## src/rtl/otter_muldiv_pkg.sv

```systemverilog
// Shared types for the OTTER RV32M multiply/divide unit.
package otter_muldiv_pkg;

  // Encoded identically to funct3 so the decoder field can be cast directly.
  typedef enum logic [2:0] {
    MUL    = 3'b000,
    MULH   = 3'b001,
    MULHSU = 3'b010,
    MULHU  = 3'b011,
    DIV    = 3'b100,
    DIVU   = 3'b101,
    REM    = 3'b110,
    REMU   = 3'b111
  } md_op_t;

  typedef enum logic [1:0] {
    IDLE = 2'd0,
    CALC = 2'd1,
    DONE = 2'd2
  } md_state_t;

  localparam logic [6:0] MD_FUNCT7 = 7'b0000001;

endpackage

```

## src/rtl/otter_muldiv_unit.sv

```systemverilog
// Iterative RV32M multiply/divide unit for the OTTER EX stage.
// One shared 2*WIDTH shift register carries product (mul) or {remainder, quotient} (div),
// stepped by a single WIDTH+1 adder/subtractor, one radix-2 step per cycle.
module otter_muldiv_unit
  import otter_muldiv_pkg::*;
#(
  parameter int unsigned WIDTH = 32
) (
  input  logic             CLK,
  input  logic             RST_N,
  input  logic             MulDivStartE,
  input  logic [2:0]       Funct3E,
  input  logic [WIDTH-1:0] SrcAE,
  input  logic [WIDTH-1:0] SrcBE,
  input  logic             FlushE,
  output logic             StallMD,
  output logic             ResultValid,
  output logic [WIDTH-1:0] ResultMD
);

  localparam int unsigned CntW = $clog2(WIDTH) + 1;
  localparam int unsigned W2   = 2 * WIDTH;

  md_state_t         state_q, state_d;
  logic [CntW-1:0]   cnt_q, cnt_d;
  md_op_t            op_q, op_d;
  logic              neg_q, neg_d;    // product / quotient sign
  logic              rneg_q, rneg_d;  // remainder sign
  logic [W2-1:0]     acc_q, acc_d;
  logic [WIDTH-1:0]  b_q, b_d;
  logic [WIDTH-1:0]  res_q, res_d;
  logic              valid_q, valid_d;

  // Start-time operand decode
  md_op_t           start_op;
  logic             a_signed, b_signed, sa, sb, div_zero, div_ovf;
  logic [WIDTH-1:0] a_mag, b_mag;

  // Iteration datapath
  logic [WIDTH:0]   step_a, step_sum;
  logic [W2-1:0]    step_acc, prod_fin;
  logic [WIDTH-1:0] quot_fin, rem_fin, fin_res;

  // Operand sign handling and special-case detection for a start in IDLE
  always_comb begin
    start_op = md_op_t'(Funct3E);
    a_signed = (start_op == MULH) || (start_op == MULHSU) || (start_op == DIV) ||
               (start_op == REM);
    b_signed = (start_op == MULH) || (start_op == DIV) || (start_op == REM);
    sa       = a_signed & SrcAE[WIDTH-1];
    sb       = b_signed & SrcBE[WIDTH-1];
    a_mag    = sa ? -SrcAE : SrcAE;
    b_mag    = sb ? -SrcBE : SrcBE;
    div_zero = Funct3E[2] && (SrcBE == '0);
    div_ovf  = ((start_op == DIV) || (start_op == REM)) &&
               (SrcAE == {1'b1, {(WIDTH-1){1'b0}}}) && (&SrcBE);
  end

  // One shift-add (mul) or restoring shift-subtract (div) step, plus final sign fix-up
  always_comb begin
    step_a   = op_q[2] ? {acc_q[W2-1:WIDTH], acc_q[WIDTH-1]} : {1'b0, acc_q[W2-1:WIDTH]};
    step_sum = op_q[2] ? (step_a - {1'b0, b_q}) : (step_a + {1'b0, b_q});
    if (op_q[2]) begin
      // Borrow means the shifted remainder was smaller than the divisor: restore it.
      step_acc = step_sum[WIDTH] ? {step_a[WIDTH-1:0], acc_q[WIDTH-2:0], 1'b0}
                                 : {step_sum[WIDTH-1:0], acc_q[WIDTH-2:0], 1'b1};
    end else begin
      step_acc = acc_q[0] ? {step_sum, acc_q[WIDTH-1:1]} : {1'b0, acc_q[W2-1:1]};
    end
    prod_fin = neg_q ? -step_acc : step_acc;
    quot_fin = neg_q ? -step_acc[WIDTH-1:0] : step_acc[WIDTH-1:0];
    rem_fin  = rneg_q ? -step_acc[W2-1:WIDTH] : step_acc[W2-1:WIDTH];
    case (op_q)
      MUL:                  fin_res = prod_fin[WIDTH-1:0];
      MULH, MULHSU, MULHU:  fin_res = prod_fin[W2-1:WIDTH];
      DIV, DIVU:            fin_res = quot_fin;
      default:              fin_res = rem_fin;
    endcase
  end

  // Next-state, stall and result-load control
  always_comb begin
    state_d = state_q;
    cnt_d   = cnt_q;
    op_d    = op_q;
    neg_d   = neg_q;
    rneg_d  = rneg_q;
    acc_d   = acc_q;
    b_d     = b_q;
    res_d   = res_q;
    valid_d = 1'b0;
    StallMD = 1'b0;
    unique case (state_q)
      IDLE: begin
        if (MulDivStartE && !FlushE) begin
          StallMD = 1'b1;
          op_d    = start_op;
          neg_d   = sa ^ sb;
          rneg_d  = sa;
          b_d     = b_mag;
          cnt_d   = '0;
          if (div_zero) begin
            res_d   = Funct3E[1] ? SrcAE : '1;
            valid_d = 1'b1;
            state_d = DONE;
          end else if (div_ovf) begin
            res_d   = Funct3E[1] ? '0 : SrcAE;
            valid_d = 1'b1;
            state_d = DONE;
          end else begin
            acc_d   = {{WIDTH{1'b0}}, a_mag};
            state_d = CALC;
          end
        end
      end
      CALC: begin
        StallMD = 1'b1;
        if (FlushE) begin
          state_d = IDLE;
          cnt_d   = '0;
        end else begin
          acc_d = step_acc;
          cnt_d = cnt_q + 1'b1;
          if (cnt_q == CntW'(WIDTH - 1)) begin
            res_d   = fin_res;
            valid_d = 1'b1;
            cnt_d   = '0;
            state_d = DONE;
          end
        end
      end
      DONE:    state_d = IDLE;
      default: state_d = IDLE;
    endcase
  end

  // State registers with synchronous active-low reset
  always_ff @(posedge CLK) begin
    if (!RST_N) begin
      state_q <= IDLE;
      cnt_q   <= '0;
      op_q    <= MUL;
      neg_q   <= 1'b0;
      rneg_q  <= 1'b0;
      acc_q   <= '0;
      b_q     <= '0;
      res_q   <= '0;
      valid_q <= 1'b0;
    end else begin
      state_q <= state_d;
      cnt_q   <= cnt_d;
      op_q    <= op_d;
      neg_q   <= neg_d;
      rneg_q  <= rneg_d;
      acc_q   <= acc_d;
      b_q     <= b_d;
      res_q   <= res_d;
      valid_q <= valid_d;
    end
  end

  assign ResultValid = valid_q;
  assign ResultMD    = res_q;

endmodule
```

## config.mk

```make
export PLATFORM = sky130hd
export DESIGN_NAME = otter_muldiv_unit
export DESIGN_NICKNAME = d
export VERILOG_FILES = /design/src/rtl/otter_muldiv_pkg.sv /design/src/rtl/otter_muldiv_unit.sv
export SDC_FILE = /design/constraint.sdc
export NUM_CORES = 1
export LEC_CHECK = 0
export BUFFER_PORTS_ARGS = -buffer_cell sky130_fd_sc_hd__clkbuf_2
export CORE_UTILIZATION = 35
export DETAILED_ROUTE_END_ITERATION = 10
export GPL_TIMING_DRIVEN = 0
export PLACE_DENSITY_LB_ADDON = 0.2
export RECOVER_POWER = 100
export SYNTH_ARGS = -nofsm -noshare
export SYNTH_HDL_FRONTEND = slang
export SYNTH_SLANG_ARGS = --single-unit
export TNS_END_PERCENT = 30
```

## constraint.sdc

```tcl
create_clock -name CLK -period 21.5 [get_ports CLK]
set_input_delay 1.075 -clock CLK [delete_from_list [all_inputs] [get_ports CLK]]
set_output_delay 1.075 -clock CLK [all_outputs]
set_load 0.02 [all_outputs]
```

==> metrics.log <==
[metrics] clock tree from TritonCTS: built
[metrics] Max Clk Rate: 57.1 MHz
[metrics] Crit Path Category: reg2reg
[metrics] First DRT Iteration DRCs: 2062
[metrics] Crit-path slowest cell: sky130_fd_sc_hd__a311oi_1
[metrics] sequential share of the synthesized area: 0.187
[metrics] top-count cell post-synth: sky130_fd_sc_hd__nor2_1
[metrics] largest net degree at the start of global routing: 17
[metrics] Post-Synthesis Net Count: 2240
[metrics] Async S/R FF share, synth: 0
[metrics] core footprint: 42300 sq um
[metrics] footprint of the multi-input gates: 11500 sq um
[metrics] placed inst area: 16500 sq um
[metrics] post-layout util: 0.400
[metrics] simple-gate portion of the synthesized area: 0.244
[metrics] initial core utilization: 0.359
[metrics] worst-skew pair later-pin latency: 0.50 ns
[metrics] via count: 17900
[metrics] Power Density: 60.2 nW/um^2
[metrics] boundary pin count: 105
[metrics] cell type with the largest total area after synthesis: sky130_fd_sc_hd__dfxtp_1
[metrics] Final Instance Area: 16900 sq um
[metrics] crit share post-route: 0.814
[metrics] Slew headroom: -0.205
[metrics] drt pass-1 iters: 6
[metrics] first-pass GRT wire length: 107 mm
[metrics] number of buffers on the longest clock path: 2
[metrics] root buf cell: sky130_fd_sc_hd__clkbuf_16
[metrics] post-DR wirelength/cell: 25.7 microns
[metrics] Seq cells post-synth: 142
[metrics] R2R Path Start: op_q[2]$_SDFFE_PN0P_
[metrics] layout cell share with drive strength beyond 1: 0.0818
[metrics] area taken by flip-flops and latches: 2840 sq um
[metrics] Min-Delay Startpoint: ResultMD[5]$_SDFFE_PN0P_
[metrics] leak pwr: 5.98 nW
[metrics] max-slew violation total from the final report: 33
[metrics] full die area: 44200 sq um
[metrics] Overall Global Routing Usage: 0.326
[metrics] die span in y: 210 microns
[metrics] arrival time of the worst setup path: 17.87 ns
[metrics] Critical Path Fanout Max: 10
[metrics] TritonCTS Buffers: 17
[metrics] share of the synthesized netlist area taken by xor and xnor gates: 0.104
[metrics] via count of the first global-routing pass: 16500
[metrics] Post-Syn Area: 15200 sq um
[metrics] final HPWL from detailed placement: 58.3 mm
[metrics] standard-cell row count: 75
[metrics] total negative slack: 0 ns
[metrics] total of max-cap violations: 4
[metrics] number of H-tree branching levels: 4
[metrics] Yosys cell types: 94
[metrics] Setup-failing EPs final: 0
[metrics] class of the most critical hold timing path: reg2reg
[metrics] number of flops mapped to enable cells by yosys: 0
[metrics] Post-CTS Setup Bufs: 0
[metrics] violations in the final reports: capacitance limit, slew limit
[metrics] via density per instance: 6.30
[metrics] cell types occupying the most area after synthesis: sky130_fd_sc_hd__dfxtp_1, sky130_fd_sc_hd__xnor2_1, sky130_fd_sc_hd__a21oi_1
[metrics] post-detailed-routing wire length: 73.0 mm
[metrics] DR DRC count: 0
[metrics] adder-cell share of the synthesized area: 0.0526
[metrics] die boundary width: 210 microns
[metrics] count of nets left with antenna violations after detail routing: 0
[metrics] fill cell total of the finished layout: 4575
[metrics] commonest register cell after synthesis: sky130_fd_sc_hd__dfxtp_1
[metrics] instance count of the mapped netlist: 2125
[metrics] Reg clk slew, reported paths: 0.07 ns
[metrics] shortest period the worst path allows: 17.51 ns
[metrics] dominant combinational cell family by area after synthesis: compound AO/OA/AOI/OAI gates
[metrics] total number of clock tree sinks: 142
[metrics] hold buffer count at cts: 0
[metrics] outcome: finished, violations left
[metrics] launch point of the critical path: op_q[2]$_SDFFE_PN0P_
[metrics] most prevalent standard cell on the critical path: sky130_fd_sc_hd__clkbuf_1
[metrics] post-synthesis compound-gate area fraction: 0.305
[metrics] final worst clock skew: 0.0162 ns
[metrics] GRT overflow: 0
[metrics] setup repair after global routing missed its margin: false
[metrics] highest ir drop seen on vdd: 78.0 uV
[metrics] critical path's largest stage delay: 1.33 ns
[metrics] Area Growth Syn to Fin: 11.4%
[metrics] total number of nets in the final design: 2364
[metrics] multiplexer fraction of the synthesized cell area: 0.0562
[metrics] final RePlAce weighted congestion: 0.994
[metrics] area share of the leading cell type in the synthesized netlist: 0.187
[metrics] number of input and output port buffers inserted: 102
[metrics] Slew @ Worst Pin: 1.76 ns
[metrics] Post-synth top cells: sky130_fd_sc_hd__nor2_1, sky130_fd_sc_hd__nand2_1, sky130_fd_sc_hd__a21oi_1
[metrics] required time at the endpoint of the critical path: 21.86 ns
[metrics] Avg Cell Area, Syn: 7.14 sq um
[metrics] CP startpoint kind: register
[metrics] YS warnings: 0
[metrics] antenna violations before repair: 2
[metrics] cells resized by post-CTS repair: 0
[metrics] final hold viol count: 0
[metrics] kind of end point of the critical path: register
## sequential cells by signal, indices dropped and copies added, names as in the netlist
register,count
rneg_q,1
ResultValid,1
state_q,2
neg_q,1
ResultMD,32
cnt_q,6
b_q,32
op_q,3
acc_q,64
## metrics by stage
stage / cells / hold WS, ns / power [mW] / setup slack (ns)
finish: 2840 / 0.445 / 1.02 / 3.99
global route: 2839 / 0.463 / 1.06 / 3.76
CTS: 2839 / 0.451 / 1.01 / 7.56
detailed placement: 2807 / 0.441 / 0.698 / 7.61
global placement: 2804 / 0.440 / 0.697 / 7.55
floorplan: 2125 / 0.447 / 0.556 / 12.70
## worst max-delay path: cells and delay by family (launching register included)
family,cells,cell delay [ns]
buf+inv,15,9.25
simple gates,8,2.90
compound gates,8,3.28
mux,1,0.46
fa+ha+maj,2,0.58
xor+xnor,2,0.55
flops,1,0.30
## logic make-up after synthesis
family | Yosys count
xor+xnor | 180
fa+ha+maj | 68
buf+inv | 192
mux | 80
simple gates | 766
flops | 142
compound gates | 697
## per-layer routing
metal	GRT usage	routed length, microns	up-vias
li1	-	-	8139
met1	0.468	33100	8615
met2	0.469	29800	1006
met3	0.0748	7740	136
met4	0.119	2340	0
met5	0	0	-
## report_power, final
group          total (mW)  switching (mW)  internal, mW
clock               0.309           0.147         0.163
combinational       0.419           0.291         0.128
sequential          0.289          0.0152         0.274
## worst paths after layout
check | slack (ns) | endpoint | depth (start not counted)
setup / recovery | 3.99 | ResultMD[18]$_SDFFE_PN0P_ | 36
setup reg to reg | 3.99 | ResultMD[18]$_SDFFE_PN0P_ | 36
hold / removal | 0.45 | ResultMD[5]$_SDFFE_PN0P_ | 2
hold reg to reg | 0.45 | ResultMD[5]$_SDFFE_PN0P_ | 2
## final cells by class
| cell class | count | area share |
|---|---|---|
| Sequential cell | 142 | 0.168 |
| Buffer | 145 | 0.0340 |
| Multi-Input combinational cell | 1791 | 0.682 |
| Timing Repair Buffer | 105 | 0.0285 |
| Clock buffer | 17 | 0.0252 |
| Tap cell | 577 | 0.0427 |
| Antenna cell | 1 | 0.000148 |
| Clock inverter | 15 | 0.00902 |
| Inverter | 47 | 0.0104 |
## cell usage in the layout (no fill, tap or decap), types with 14 or more instances in the layout
cell	n
sky130_fd_sc_hd__a211oi_1	83
sky130_fd_sc_hd__a21o_1	14
sky130_fd_sc_hd__a21oi_1	183
sky130_fd_sc_hd__a221oi_1	14
sky130_fd_sc_hd__a22oi_1	33
sky130_fd_sc_hd__a31oi_1	37
sky130_fd_sc_hd__and3_1	18
sky130_fd_sc_hd__clkbuf_1	162
sky130_fd_sc_hd__clkbuf_16	17
sky130_fd_sc_hd__clkbuf_2	66
sky130_fd_sc_hd__dfxtp_1	142
sky130_fd_sc_hd__ha_1	43
sky130_fd_sc_hd__inv_1	43
sky130_fd_sc_hd__maj3_1	24
sky130_fd_sc_hd__mux2_2	42
sky130_fd_sc_hd__mux2i_1	38
sky130_fd_sc_hd__nand2_1	194
sky130_fd_sc_hd__nand2b_1	19
sky130_fd_sc_hd__nand3_1	39
sky130_fd_sc_hd__nand4_1	30
sky130_fd_sc_hd__nor2_1	231
sky130_fd_sc_hd__nor2b_1	52
sky130_fd_sc_hd__nor3_1	64
sky130_fd_sc_hd__nor4_1	25
sky130_fd_sc_hd__o211ai_1	18
sky130_fd_sc_hd__o21a_1	14
sky130_fd_sc_hd__o21ai_0	140
sky130_fd_sc_hd__o221ai_1	16
sky130_fd_sc_hd__o31ai_1	32
sky130_fd_sc_hd__or3_1	27
sky130_fd_sc_hd__xnor2_1	116
sky130_fd_sc_hd__xor2_1	64
Note: power is estimated with default switching activity, not from simulation.
